<file path="src/rtl/prog_clk_div.sv">
// prog_clk_div: runtime-programmable 50%-duty clock divider with a rising-edge
// strobe. Divide values live in a writable table indexed by a registered level
// select; a new rate takes effect only at the end of a full output period, so
// the divided clock never shows a shortened or stretched phase while running.
module prog_clk_div #(
  parameter int unsigned CNT_W   = 29,
  parameter int unsigned SEL_W   = 4,
  parameter int unsigned DEF_DIV = 50000000
) (
  input  logic             Clk,
  input  logic             Rst,
  input  logic             En,
  input  logic [SEL_W-1:0] Sel,
  input  logic             WrEn,
  input  logic [SEL_W-1:0] WrAddr,
  input  logic [CNT_W-1:0] WrData,
  output logic             ClkOut,
  output logic             Tick,
  output logic             Pending
);

  localparam int unsigned      DEPTH   = 2 ** SEL_W;
  localparam logic [CNT_W-1:0] DEF_VAL = CNT_W'(DEF_DIV);

  // Output phase of the divided clock; PH_HIGH drives ClkOut high.
  typedef enum logic {
    PH_LOW  = 1'b0,
    PH_HIGH = 1'b1
  } phase_t;

  logic [CNT_W-1:0] tbl [DEPTH];
  logic [SEL_W-1:0] sel_q;
  logic [CNT_W-1:0] div_sel;
  logic [CNT_W-1:0] div_cnt;
  phase_t           phase;
  logic             tick_q;

  logic [CNT_W-1:0] div_sel_nxt;
  logic [CNT_W-1:0] div_cnt_nxt;
  phase_t           phase_nxt;
  logic             tick_nxt;
  logic [CNT_W-1:0] target;
  logic             at_end;

  // Divide value requested by the currently registered level.
  assign target  = tbl[sel_q];
  // Last cycle of the current half period.
  assign at_end  = (div_cnt == div_sel);

  assign ClkOut  = (phase == PH_HIGH);
  assign Tick    = tick_q;
  assign Pending = (target != div_sel);

  // Divide table: reloaded with the default on reset, otherwise written on WrEn.
  always_ff @(posedge Clk or negedge Rst) begin
    if (!Rst) begin
      for (int unsigned i = 0; i < DEPTH; i++) begin
        tbl[i] <= DEF_VAL;
      end
    end else if (WrEn) begin
      tbl[WrAddr] <= WrData;
    end
  end

  // Level select register, sampled every cycle.
  always_ff @(posedge Clk or negedge Rst) begin
    if (!Rst) begin
      sel_q <= '0;
    end else begin
      sel_q <= Sel;
    end
  end

  // Divider state register.
  always_ff @(posedge Clk or negedge Rst) begin
    if (!Rst) begin
      phase   <= PH_LOW;
      div_cnt <= '0;
      div_sel <= DEF_VAL;
      tick_q  <= 1'b0;
    end else begin
      phase   <= phase_nxt;
      div_cnt <= div_cnt_nxt;
      div_sel <= div_sel_nxt;
      tick_q  <= tick_nxt;
    end
  end

  // Next-state: count half periods, toggle the phase, and only reload the
  // active divide value when a high phase ends (or freely while idle).
  always_comb begin
    phase_nxt   = phase;
    div_cnt_nxt = div_cnt;
    div_sel_nxt = div_sel;
    tick_nxt    = 1'b0;
    if (!En) begin
      phase_nxt   = PH_LOW;
      div_cnt_nxt = '0;
      div_sel_nxt = target;
    end else if (at_end) begin
      div_cnt_nxt = '0;
      if (phase == PH_HIGH) begin
        phase_nxt   = PH_LOW;
        div_sel_nxt = target;
      end else begin
        phase_nxt = PH_HIGH;
        tick_nxt  = 1'b1;
      end
    end else begin
      div_cnt_nxt = div_cnt + CNT_W'(1);
    end
  end

endmodule
</file>
<file path="config.mk">
export PLATFORM = sky130hd
export DESIGN_NAME = prog_clk_div
export DESIGN_NICKNAME = d
export VERILOG_FILES = /design/src/rtl/prog_clk_div.sv
export SDC_FILE = /design/constraint.sdc
export NUM_CORES = 1
export LEC_CHECK = 0
export BUFFER_PORTS_ARGS = -buffer_cell sky130_fd_sc_hd__buf_4
export CORE_MARGIN = 3
export CORE_UTILIZATION = 45
export DETAILED_ROUTE_END_ITERATION = 10
export HOLD_SLACK_MARGIN = 0.05
export PLACE_DENSITY = 0.7
export SLEW_MARGIN = 20
export SYNTH_ARGS = -nofsm -noshare
export SYNTH_HDL_FRONTEND = slang
export SYNTH_SLANG_ARGS = --single-unit
</file>
<file path="constraint.sdc">
create_clock -name Clk -period 3 [get_ports Clk]
set_clock_uncertainty 0.05 [all_clocks]
set_input_delay 0.3 -clock Clk [delete_from_list [all_inputs] [get_ports Clk]]
set_output_delay 0.3 -clock Clk [all_outputs]
set_load 0.02 [all_outputs]
</file>
Word level (Yosys, flattened, before mapping)
Index checks and enable logic that the tools add are counted.
{"block": "word_totals", "ff_bits": 528, "input_bits": 41, "output_inout_bits": 3, "elab_cells": 49}
{"block": "classes", "addsub": 1, "n_lt_le_gt_ge": 3, "n_eq_ne": 4, "muxes": 16, "bitwise_logic": 2, "n_reduce_logical": 2}
{"op": "464-bit bitwise mux", "count": 1}
{"op": "29-bit two-way mux", "count": 8}
{"op": "29-bit binary-select mux with 4-bit select", "count": 1}
{"op": "29-bit demux with 4-bit select", "count": 1}
{"op": "29-bit by 1-bit adder with 29-bit output (second input constant)", "count": 1}
{"op": "29-bit equality test", "count": 1}
{"op": "29-bit != test", "count": 1}
{"op": "5-bit greater-or-equal comparator (second input constant)", "count": 2}
{"op": "4-bit NOT with 5-bit output", "count": 2}
{"op": "5-bit by 1-bit < comparator with 1-bit output (second input constant)", "count": 1}
{"op": "1-bit two-way mux", "count": 5}
{"op": "2-bit by 1-bit != test with 1-bit output (second input constant)", "count": 2}
{"op": "2-bit AND reduction", "count": 1}
{"op": "1-bit logical AND", "count": 1}

Depth between registers and ports, before layout
{"block": "depth", "depth_word": 7, "depth_mapped": 11, "ltp_nobuf": 7}

Least setup slack after synthesis
Ideal clock, no wire load.
{"block": "synth_path", "path_kind": "register -> output", "from": "register sel_q[0]", "to": "output port Pending", "arrival_time_ns": 2.780, "t_required_ns": 2.650, "slack_ns": -0.130, "stages_incl_launch_ff": 9, "n_path_buf": 2, "path_cell_list": "dfrtp_1 > buf_6 > and3b_1 > clkbuf_1 > a221o_1 > a2111oi_2 > nand4_1 > or4_1 > or4_1"}
{"block": "synth_via", "elab_chain_len": 5}
{"item": "start, declared", "line_no": "32", "source": "logic [SEL_W-1:0] sel_q;"}
{"item": "start signal, assigned", "line_no": "70", "source": "sel_q <= Sel;"}
{"item": "4-bit NOT with 5-bit output (implied by the code)", "line_no": "46", "source": "assign target = tbl[sel_q];"}
{"item": "29-bit binary-select mux with 4-bit select", "line_no": "46"}
{"item": "29-bit two-way mux (implied by the code) (2 in series)", "line_no": "46"}
{"item": "29-bit != test", "line_no": "52", "source": "assign Pending = (target != div_sel);"}
{"item": "end, declared", "line_no": "19", "source": "output logic Pending"}
Every way passes these cells. The select of a mux whose other input is x is not followed.

Final worst setup path
Ends and elaborated chain as after synthesis.

==> results.md <==
Place:
- The count of placed standard cells including taps is 2,594.
- The routability congestion estimate is 0.9102.
- The placed wire-length estimate is 43,830 um.
- Before CTS, the worst setup slack after placement is -0.6643 ns.
- The port buffer count is 43.

Synthesis:
- After synthesis, the netlist uses 67 different library cells.
- Of the post-synthesis cell area, the dominant cell type holds 31.87%.
- In this run, synthesis inferred 0 flip-flops with an integrated enable.
- The post-synthesis instance area is 25,440 um2.
- Of the synthesized area, sequential elements account for 52.94%.
- Counting flops and latches in the post-synthesis netlist gives 528.
- The number of nets produced by synthesis is 1,838.
- Averaged over all synthesized cells, the footprint is 14.17 um2.
- Sorting the synthesized cells by area gives the leading types as dfrtp_1 (32%), mux2_2 (21%), dfstp_2 (21%).
- The share of synthesized flip-flops with an asynchronous set or reset is 100.0%.
- The warning count from the yosys run is 0.
- The synthesized instance count is 1,796.
- The primary flip-flop cell chosen by synthesis mapping is dfrtp_1.
- The library cell with the largest summed area after synthesis is dfrtp_1.

Pwr:
- Per report_power, the sequential group accounts for 47.9% of the total.
- The combinational fraction of design power is 19.5%.
- Summed over all nets, the switching power comes to 5.610 mW.
- Net switching is 26.52% of the power.
- The final total power is 21.15 mW.
- In this run the power density over the cells is 702.7 nW/um2.
- The internal power is 15.54 mW.
- The leakage power summed over all cells is 12.63 nW.
- VDD sags by at most 565.8 uV.
- The part of the total power dissipated in the clock network is 32.6%.

Die:
- The initialized floorplan defines 86 standard-cell rows.
- Once the floorplan was initialized, standard cells occupied 45.82% of the core.
- The number of top-level pins is 44.
- The floorplan step set the die height to 243.8 um.
- The placeable core region is 55,520 um2.
- The die boundary width is 243.8 um.
- The die footprint is 59,430 um2.

Global route:
- Global routing consumed, over all layers together, 23.23% of the routing resources.
- Global routing finished with a remaining overflow of 0.
- The largest net degree at the start of global routing is 83.
- The number of antenna violations at the first check in global routing was 0.
- The global-route wire length before repair is 105,800 um.
- The via count of the first global-routing pass is 17,080.

Drt:
- The residual DRC count is 0.
- After detailed routing, the total wire length is 68,580 um.
- The number of vias in the routed layout is 16,260.
- The first routing iteration left 1,301 violations.
- The detail route stage leaves a number of antenna-violating nets equal to 0.
- The number of iterations in the first detailed-routing pass is 5.
- After detailed routing, the number of vias per cell comes to 5.905.
- After detailed routing, the average wire length per cell comes to 24.90 um.

STA:
- The share of the clock period used by the worst path is 141.1%.
- The worst-margin pin slew is 1.025 ns.
- The post-layout minimum cycle time is 4.232 ns.
- The highest clock rate is 236.3 MHz.
- The total count of max-transition violations in the final report is 0.
- The final-layout worst hold slack is 0.2095 ns.
- Setup slack on the critical path of the routed design comes to -1.232 ns.
- The final count of hold timing violations is 0.
- Measured against its own limit, the worst slew margin works out to 31.65%.
- Setup repair after global routing could not meet its margin everywhere.
- Setup violations remaining at the end of the flow were counted as 1.

Critical path:
- The startpoint identified for the worst register-to-register timing path is div_sel[14].
- STA classifies the critical path startpoint as a flop.
- In this run the worst setup path begins at sel_q[0].
- The required arrival time at the worst endpoint is 2.65 ns.
- The worst setup path is captured at an output port.
- At the worst endpoint, the arrival time is 3.88 ns.
- The critical path is of the reg2out type.
- Of all nets on the critical path, the largest fanout is 7.

Worst hold path:
- The path class of the tightest hold or removal check is in2async.

Clock network:
- In this run the clock root is driven by a clkbuf_16.
- The number of H-tree levels is 2.
- The CTS tree is built.
- Clock tree synthesis found a total of 528 sinks.
- Clock-pin slew was measured on the worst setup and hold paths at 0.06 ns.
- The clock passes through at most 3 buffers.
- The clock latency reported for the late side of the worst-skew pair is 0.61 ns.
- The clock buffer count from CTS is 55.

Cells and area:
- From synthesis to final layout, the design area changed by 18.30%.
- After the flow finishes, the layout carries non-filler instances totaling 2,754.
- Leaving out fill and tap cells, the most frequent cell in the layout is mux2_2.
- In the layout the commonest cells are mux2_2 (482), dfrtp_1 (320), dfstp_2 (204), buf_4 (172), mux2i_1 (100).
- In the final design database the tool counted 2,001 nets.
- The fraction of layout cells with a size suffix above 1 is 55.03%.
- 0 antenna diodes ended up in the layout.
- At the end of the flow the core is filled with cells to 54.21%.

Status:
- The flow ran to the end, but the final reports show violations.
- The final reports fail on setup timing.

Flow run:
- The number of max-cap violations is 0.
==> stage by stage <==
stage          area (um2)  TNS [ns]
2_1_floorplan       25470         0
3_3_place_gp        27590   -0.5679
6_report            30100    -1.232
5_1_grt             30100    -1.314
3_5_place_dp        27590   -0.6643
4_1_cts             29840    -1.191
==> worst max-delay path, stage by stage, from the launching register on <==
cell and delay, ns:
dfrtp_4 0.50, buf_12 0.17, buf_12 0.15, buf_12 0.13, mux4_2 0.41, mux2i_1 0.18
buf_4 0.18, xor2_2 0.14, o2111ai_1 0.11, or4_4 0.55, or4_4 0.60, buf_6 0.16
==> area by class of cell <==
type,count,area (um2)
Inverter,15,60.06
Clock buffer,80,1582
Fill cell,4522,25420
Timing Repair Buffer,248,2429
Multi-Input combinational cell,1111,11370
Sequential cell,528,13480
Clock inverter,24,239.0
Tap cell,748,935.9
==> power by group through the flow <==
| stage | logic [mW] | clock network, mW | registers [mW] |
|---|---|---|---|
| 5_1_grt | 4.46 | 7.34 | 10.3 |
| 4_1_cts | 4.07 | 7.02 | 10.1 |
| 2_1_floorplan | 2.90 | 0 | 9.79 |
| 3_3_place_gp | 3.84 | 0 | 10.1 |
| 6_report | 4.13 | 6.89 | 10.1 |
| 3_5_place_dp | 3.99 | 0 | 10.2 |
==> worst paths after layout <==
kind                       slack [ns]  cells after the start     endpoint
max                             -1.23                     11      Pending
max in group asynchronous        1.68                      4     tbl[384]
min in group Clk                 0.30                      2     sel_q[2]
min                              0.21                      2     tbl[279]
min reg2reg                      0.45                      1     tbl[378]
max reg2reg                      0.16                      7  div_sel[16]
==> flip-flops by register name, summed over array words and instances, names as in the netlist <==
register	cells
tbl	464
div_cnt	29
div_sel	29
sel_q	4
ClkOut	1
Tick	1
==> metal layers <==
metal / vias to the layer above / global-route usage, % / part of all wire, %
met4: 0 / 5.643 / 2.0
met1: 8674 / 32.64 / 44
met3: 101 / 4.072 / 6.4
met2: 531 / 37.71 / 48
li1: 6957 / - / -
met5: - / 0 / 0
==> what timing repair did <==
action                                  4_1_cts  5_1_grt
pin swaps                                     2       18
endpoints found under the setup margin        1        1
buffers inserted                              6       15
hold buffers                                 35        0
hold endpoints to repair                    520        0
resized for setup                             3       30
==> synth_stat cells (all sizes together), types with 15 or more instances <==
cell,n
a22oi,28
mux2,482
xnor2,31
dfrtp,324
nor2,57
clkbuf,79
mux2i,101
dfstp,204
nand2,66
nor3,16
nand4,16
o21ai,17
xor2,35
inv,15
buf,63
mux4,84
nand3,18
a21oi,16
==> kinds of logic after synthesis <==
group | synth area share [%]
XOR/XNOR | 2.272
buffers and inverters | 3.128
adder cells (fa/ha/maj) | 0.04917
flip-flops | 52.94
multiplexers | 32.98
AND/OR/NAND/NOR | 4.721
AO/OA/AOI/OAI | 3.915
No activity file was read; power rests on OpenSTA's default activity.
